<file path="config.mk">
export PLATFORM = sky130hd
export DESIGN_NAME = scdiv_job_ctrl
export DESIGN_NICKNAME = d
export VERILOG_FILES = /design/src/rtl/scdiv_pkg.sv /design/src/rtl/scdiv_sng.sv /design/src/rtl/scdiv_job_ctrl.sv
export SDC_FILE = /design/constraint.sdc
export NUM_CORES = 1
export LEC_CHECK = 0
export ABC_AREA = 1
export BUFFER_PORTS_ARGS = -buffer_cell sky130_fd_sc_hd__buf_2
export CORE_UTILIZATION = 45
export DETAILED_ROUTE_END_ITERATION = 16
export SETUP_SLACK_MARGIN = 0.5
export SYNTH_ARGS = -nofsm -noshare
export SYNTH_HDL_FRONTEND = slang
export SYNTH_SLANG_ARGS = --single-unit
</file>
<file path="constraint.sdc">
create_clock -name clk -period 3 [get_ports clk]
set_input_delay 0.6 -clock clk [delete_from_list [all_inputs] [get_ports clk]]
set_output_delay 0.6 -clock clk [all_outputs]
set_load 0.01 [all_outputs]
</file>
<file path="src/rtl/scdiv_pkg.sv">
// Shared types and helpers for the stochastic divider job controller.
// lfsr_taps returns a feedback mask for a right-shifting Fibonacci LFSR (bit 0 is the oldest bit).
package scdiv_pkg;

    typedef enum logic [1:0] {IDLE, WARM, RUN, DONE} scdiv_state_e;

    function automatic logic [15:0] lfsr_taps(input int width);
        case (width)
            4:       lfsr_taps = 16'h0003;
            5:       lfsr_taps = 16'h0005;
            6:       lfsr_taps = 16'h0003;
            7:       lfsr_taps = 16'h0003;
            8:       lfsr_taps = 16'h001D;
            9:       lfsr_taps = 16'h0011;
            10:      lfsr_taps = 16'h0009;
            11:      lfsr_taps = 16'h0005;
            12:      lfsr_taps = 16'h0941;
            13:      lfsr_taps = 16'h1601;
            14:      lfsr_taps = 16'h2A01;
            15:      lfsr_taps = 16'h0003;
            16:      lfsr_taps = 16'h100B;
            default: lfsr_taps = 16'h0000;
        endcase
    endfunction

endpackage

</file>
<file path="src/rtl/scdiv_sng.sv">
// Stochastic number generator: one shared LFSR feeding two comparators.
// Both stream bits compare against the same LFSR value so they stay positively correlated.
module scdiv_sng
    import scdiv_pkg::*;
#(
    parameter int BITWIDTH = 8
) (
    input  logic                clk,
    input  logic                rst,
    input  logic                load,
    input  logic                en,
    input  logic [BITWIDTH-1:0] seed,
    input  logic [BITWIDTH-1:0] a,
    input  logic [BITWIDTH-1:0] b,
    output logic                a_bit,
    output logic                b_bit
);

    localparam logic [BITWIDTH-1:0] TAPS = BITWIDTH'(lfsr_taps(BITWIDTH));

    logic [BITWIDTH-1:0] lfsr;

    always_ff @(posedge clk) begin
        if (rst || load) begin
            lfsr  <= seed;
            a_bit <= 1'b0;
            b_bit <= 1'b0;
        end else if (en) begin
            lfsr  <= {^(lfsr & TAPS), lfsr[BITWIDTH-1:1]};
            a_bit <= (a > lfsr);
            b_bit <= (b > lfsr);
        end else begin
            a_bit <= 1'b0;
            b_bit <= 1'b0;
        end
    end

endmodule

</file>
<file path="src/rtl/scdiv_job_ctrl.sv">
// Job controller for the correlation-based stochastic divider: accepts a job,
// streams correlated operands, counts quotient ones and hands back the count.
//   state | meaning
//   IDLE  | ready for a job, divider held clear
//   WARM  | streams running, divider synchronizer filling, quot_bit ignored
//   RUN   | streams running, quot_bit ones counted
//   DONE  | result presented until out_ready
module scdiv_job_ctrl
    import scdiv_pkg::*;
#(
    parameter int                  BITWIDTH = 8,
    parameter int                  LEN_LOG2 = 8,
    parameter int                  WARMUP   = 4,
    parameter logic [BITWIDTH-1:0] SEED     = 'h1
) (
    input  logic                clk,
    input  logic                rst,
    input  logic                in_valid,
    output logic                in_ready,
    input  logic [BITWIDTH-1:0] dividend_bin,
    input  logic [BITWIDTH-1:0] divisor_bin,
    output logic                div_clr,
    output logic                dividend_bit,
    output logic                divisor_bit,
    input  logic                quot_bit,
    output logic                out_valid,
    input  logic                out_ready,
    output logic [LEN_LOG2:0]   quot_bin,
    output logic                err
);

    localparam logic [LEN_LOG2:0]   FULL      = {1'b1, {LEN_LOG2{1'b0}}};
    localparam logic [LEN_LOG2-1:0] WARM_LAST = LEN_LOG2'(WARMUP - 1);
    localparam logic [LEN_LOG2-1:0] RUN_LAST  = {LEN_LOG2{1'b1}};

    scdiv_state_e        state, state_next;
    logic [LEN_LOG2-1:0] cyc;
    logic [LEN_LOG2:0]   ones;
    logic [BITWIDTH-1:0] opa, opb;
    logic                load, stream_en, bad_job;

    assign bad_job = (divisor_bin == '0) || (dividend_bin > divisor_bin);

    always_comb begin
        state_next = state;
        in_ready   = 1'b0;
        out_valid  = 1'b0;
        div_clr    = 1'b1;
        load       = 1'b0;
        case (state)
            IDLE: begin
                in_ready = !rst;
                if (in_valid && !rst) begin
                    load       = 1'b1;
                    state_next = bad_job ? DONE : WARM;
                end
            end
            WARM: begin
                div_clr = 1'b0;
                if (cyc == WARM_LAST) state_next = RUN;
            end
            RUN: begin
                div_clr = 1'b0;
                if (cyc == RUN_LAST) state_next = DONE;
            end
            DONE: begin
                out_valid = 1'b1;
                if (out_ready) state_next = IDLE;
            end
            default: state_next = IDLE;
        endcase
        if (rst) state_next = IDLE;
        // Keyed on the next state so the registered stream bits are zero whenever state is IDLE/DONE.
        stream_en = (state_next == WARM) || (state_next == RUN);
    end

    always_ff @(posedge clk) begin
        if (rst) begin
            state    <= IDLE;
            cyc      <= '0;
            ones     <= '0;
            opa      <= '0;
            opb      <= '0;
            quot_bin <= '0;
            err      <= 1'b0;
        end else begin
            state <= state_next;
            case (state)
                IDLE: begin
                    if (load) begin
                        opa <= dividend_bin;
                        opb <= divisor_bin;
                        cyc <= '0;
                        if (bad_job) begin
                            err      <= 1'b1;
                            quot_bin <= FULL;
                        end
                    end
                end
                WARM: begin
                    if (cyc == WARM_LAST) begin
                        cyc  <= '0;
                        ones <= '0;
                    end else begin
                        cyc <= cyc + 1'b1;
                    end
                end
                RUN: begin
                    cyc  <= cyc + 1'b1;
                    ones <= ones + {{LEN_LOG2{1'b0}}, quot_bit};
                    if (cyc == RUN_LAST) begin
                        quot_bin <= ones + {{LEN_LOG2{1'b0}}, quot_bit};
                        err      <= 1'b0;
                    end
                end
                default: ;
            endcase
        end
    end

    scdiv_sng #(.BITWIDTH(BITWIDTH)) u_sng (
        .clk   (clk),
        .rst   (rst),
        .load  (load),
        .en    (stream_en),
        .seed  (SEED),
        .a     (opa),
        .b     (opb),
        .a_bit (dividend_bit),
        .b_bit (divisor_bit)
    );

endmodule
</file>
==> flow_summary.toml <==
[logic_synthesis]
avgSynthCellArea_um2 = 7.54
ys_ff_latch = 55
synth_edf_count = 0
syn-cell-area_um2 = 3180
synth_cell_type_count = 41
synth_top_area_frac = 0.346
synth_cells = 422
async_flop_share = 0
synth-main-ff-cell = "dfxtp_1"
yosysSeqAreaShare = 0.346
yosys_warnings = 0
synth_top_area_cell = "dfxtp_1"
synth_area_leaders = "dfxtp_1, ha_1, nand2_1, inv_1, a21oi_1"
synth_nets = 474

[detailed_routing]
met2_length_um = 2980
ant_nets = 0
wl_met1_um = 3560
drtIter0Drc = 100
via_per_inst = 4.92
dr.pass1.iters = 4
met3_length_um = 194
wl_per_cell_um = 12.2
vias = 2733
routed_wl_um = 6750
drc_errors = 0
routed.top_layer = "met4"

[placed_design]
numPortBuffers = 35
gp_congestion = 0.832
hpwl_um = 5290

[cts]
post_cts_buffers = 0
cts_resized = 0
cts_root_buf = "clkbuf_8"
cts_sinks = 55
cts_hold_buffers = 0
cts_buffers = 5
ctsLongestPathBuffers = 2
insertion_delay_ps = 310
cts.clk_slew.worst_paths_ps = 110
h-tree-depth = 2
cts_tree = "yes"

[power_and_ir_drop]
p_seq_frac = 0.354
p_sw_uw = 1290
leakagePower_uw = 0.00166
p_comb_frac = 0.476
pwr-share-clk = 0.170
internal_power_uw = 1710
switching_share = 0.429
ir_drop_v = 0.000384
p_per_area_nw_per_um2 = 846
power_uw = 3000

[timing]
tightest_slew_ps = 598
timing.fmax_mhz = 470
rsz0062_at_grt = "false"
slew_violations = 0
max_slew_margin = 0.598
post-route-period-util = 0.709
min_period_ps = 2130
hold_viol_final = 0
setup_viol = 0
tns_ps = 0
clock_skew_ps = 12.7

[global_routing]
grt_pass1_vias = 2452
grt-ovfl-total = 0
grt_first_pass_wirelength_um = 11600
antenna_found_initial = 0
grt_util_all_layers = 0.196
grt_max_degree = 25

[floorplan]
die_h_um = 86.1
start_util = 0.468
core_um2 = 6790
io_pins = 36
die_x_um = 86.1
dieArea_um2 = 7410
core.rowCount = 30

[setup_path]
worstSetupPathType = "register to output pin"
cp.arrival_ps = 1530
crit_start = "state[0]"
cp_max_fo = 6
endpoint_kind = "output pin"
cp_data_required_time_ps = 2400
reg2reg_from = "state[0]"
cp-start-kind = "register"

[cells_and_area]
area_growth_pct = 11.5
ff_latch_area_um2 = 1100
fill_cells = 697
final_nets = 510
diodes = 0
drive_above_1_share = 0.198
multi_input_area_um2 = 1790

[worst_hold_path]
min-delay-start = "err"
min_path_type = "register to register"

[status]
status = "finished, final reports clean"

[run]
max_cap_viol_count = 0
==> area by class of cell <==
type	instances	area share
inverter	59	0.0625
tap	96	0.0339
clock buffer	5	0.0194
clock inverter	3	0.0131
sequential	55	0.311
multi-input combinational	299	0.505
timing repair buffer	38	0.0558
==> power groups by stage <==
stage | Combinational (µW) | Sequential [µW] | Clock (µW)
floorplan | 1120 | 1070 | 0
global placement | 1410 | 1080 | 0
detailed placement | 1440 | 1070 | 0
CTS | 1440 | 1060 | 525
global route | 1640 | 1090 | 555
finish | 1430 | 1060 | 509
==> kinds of logic (layout without fill, tap and decap cells) <==
kind of cell	Yosys count	count (layout)	synth area share
buffers and inverters	68	105	0.0909
AOI/OAI and AO/OA	87	87	0.168
xor gates and xnor gates	4	4	0.0110
and+or+nand+nor	177	177	0.262
DFF	55	55	0.346
adders and majority gates	31	31	0.122
==> critical path, stage by stage (launching register included) <==
cell     delay [ps]
dfxtp_1         480
inv_1           130
ha_1            270
inv_2           140
nor2_1           50
buf_2           140
==> layout by cell type, fill, tap and decap left out, types with 3 or more instances in the layout <==
| master | Yosys | routed |
|---|---|---|
| nor2_2 | 6 | 6 |
| o21ai_2 | 3 | 3 |
| inv_2 | 12 | 12 |
| dfxtp_1 | 55 | 55 |
| clkbuf_8 | 0 | 5 |
| nor4_1 | 3 | 3 |
| inv_1 | 47 | 47 |
| and3_1 | 3 | 3 |
| buf_2 | 3 | 35 |
| a21oi_1 | 29 | 29 |
| a21oi_2 | 7 | 7 |
| nand3_1 | 24 | 24 |
| xnor2_1 | 3 | 3 |
| o21ai_1 | 5 | 5 |
| nand2_2 | 5 | 5 |
| a22o_1 | 7 | 7 |
| buf_4 | 2 | 3 |
| nand3_2 | 4 | 4 |
| ha_1 | 31 | 31 |
| o21ai_0 | 25 | 25 |
| nor2_1 | 38 | 38 |
| nand2_1 | 84 | 84 |
==> state kept, by name, summed over array words and instances, names as in the netlist <==
register	flops
cyc	8
err	1
ones	9
opa	8
opb	8
quot_bin	9
state	2
u_sng.a_bit	1
u_sng.b_bit	1
u_sng.lfsr	8
==> stage by stage <==
step / cells / cell area (µm²) / worst slack, ps / utilization / hold WS [ps]
after global routing: 555 / 3550 / 758 / 0.522 / 474
after detailed placement: 547 / 3430 / 671 / 0.505 / 430
after floorplan: 422 / 3180 / 1020 / - / 429
after CTS: 555 / 3550 / 863 / 0.522 / 447
final: 555 / 3550 / 872 / 0.522 / 445
after global placement: 547 / 3430 / 688 / 0.505 / 432
==> cells in the mapped netlist (2+ instances only) <==
| cell | number |
|---|---|
| nor4_1 | 3 |
| a21oi_1 | 29 |
| nand3_2 | 4 |
| o21ai_1 | 5 |
| nor2_1 | 38 |
| o21ai_0 | 25 |
| a211oi_1 | 2 |
| ha_1 | 31 |
| nor3_2 | 2 |
| a21o_1 | 2 |
| nand2_2 | 5 |
| dfxtp_1 | 55 |
| o21ai_2 | 3 |
| nand4_1 | 2 |
| a22o_1 | 7 |
| xnor2_1 | 3 |
| a21oi_2 | 7 |
| nand3_1 | 24 |
| o211ai_1 | 2 |
| buf_2 | 3 |
| nor2_2 | 6 |
| nand2_1 | 84 |
| nand3_4 | 2 |
| inv_2 | 12 |
| and3_1 | 3 |
| buf_4 | 2 |
| inv_1 | 47 |
==> metal layers <==
layer  GRT usage  vias to the layer above
met4      0.0364                        0
met3      0.0318                        2
met1       0.284                     1221
li1            -                     1467
met5           0                        -
met2       0.309                       43
==> final timing paths <==
check / depth (start not counted) / to / slack, ps
min: 2 / err / 440
max: 5 / in_ready / 870
min reg2reg: 2 / err / 440
max reg2reg: 11 / u_sng.a_bit / 970
Note: power is estimated with default switching activity, not from simulation.
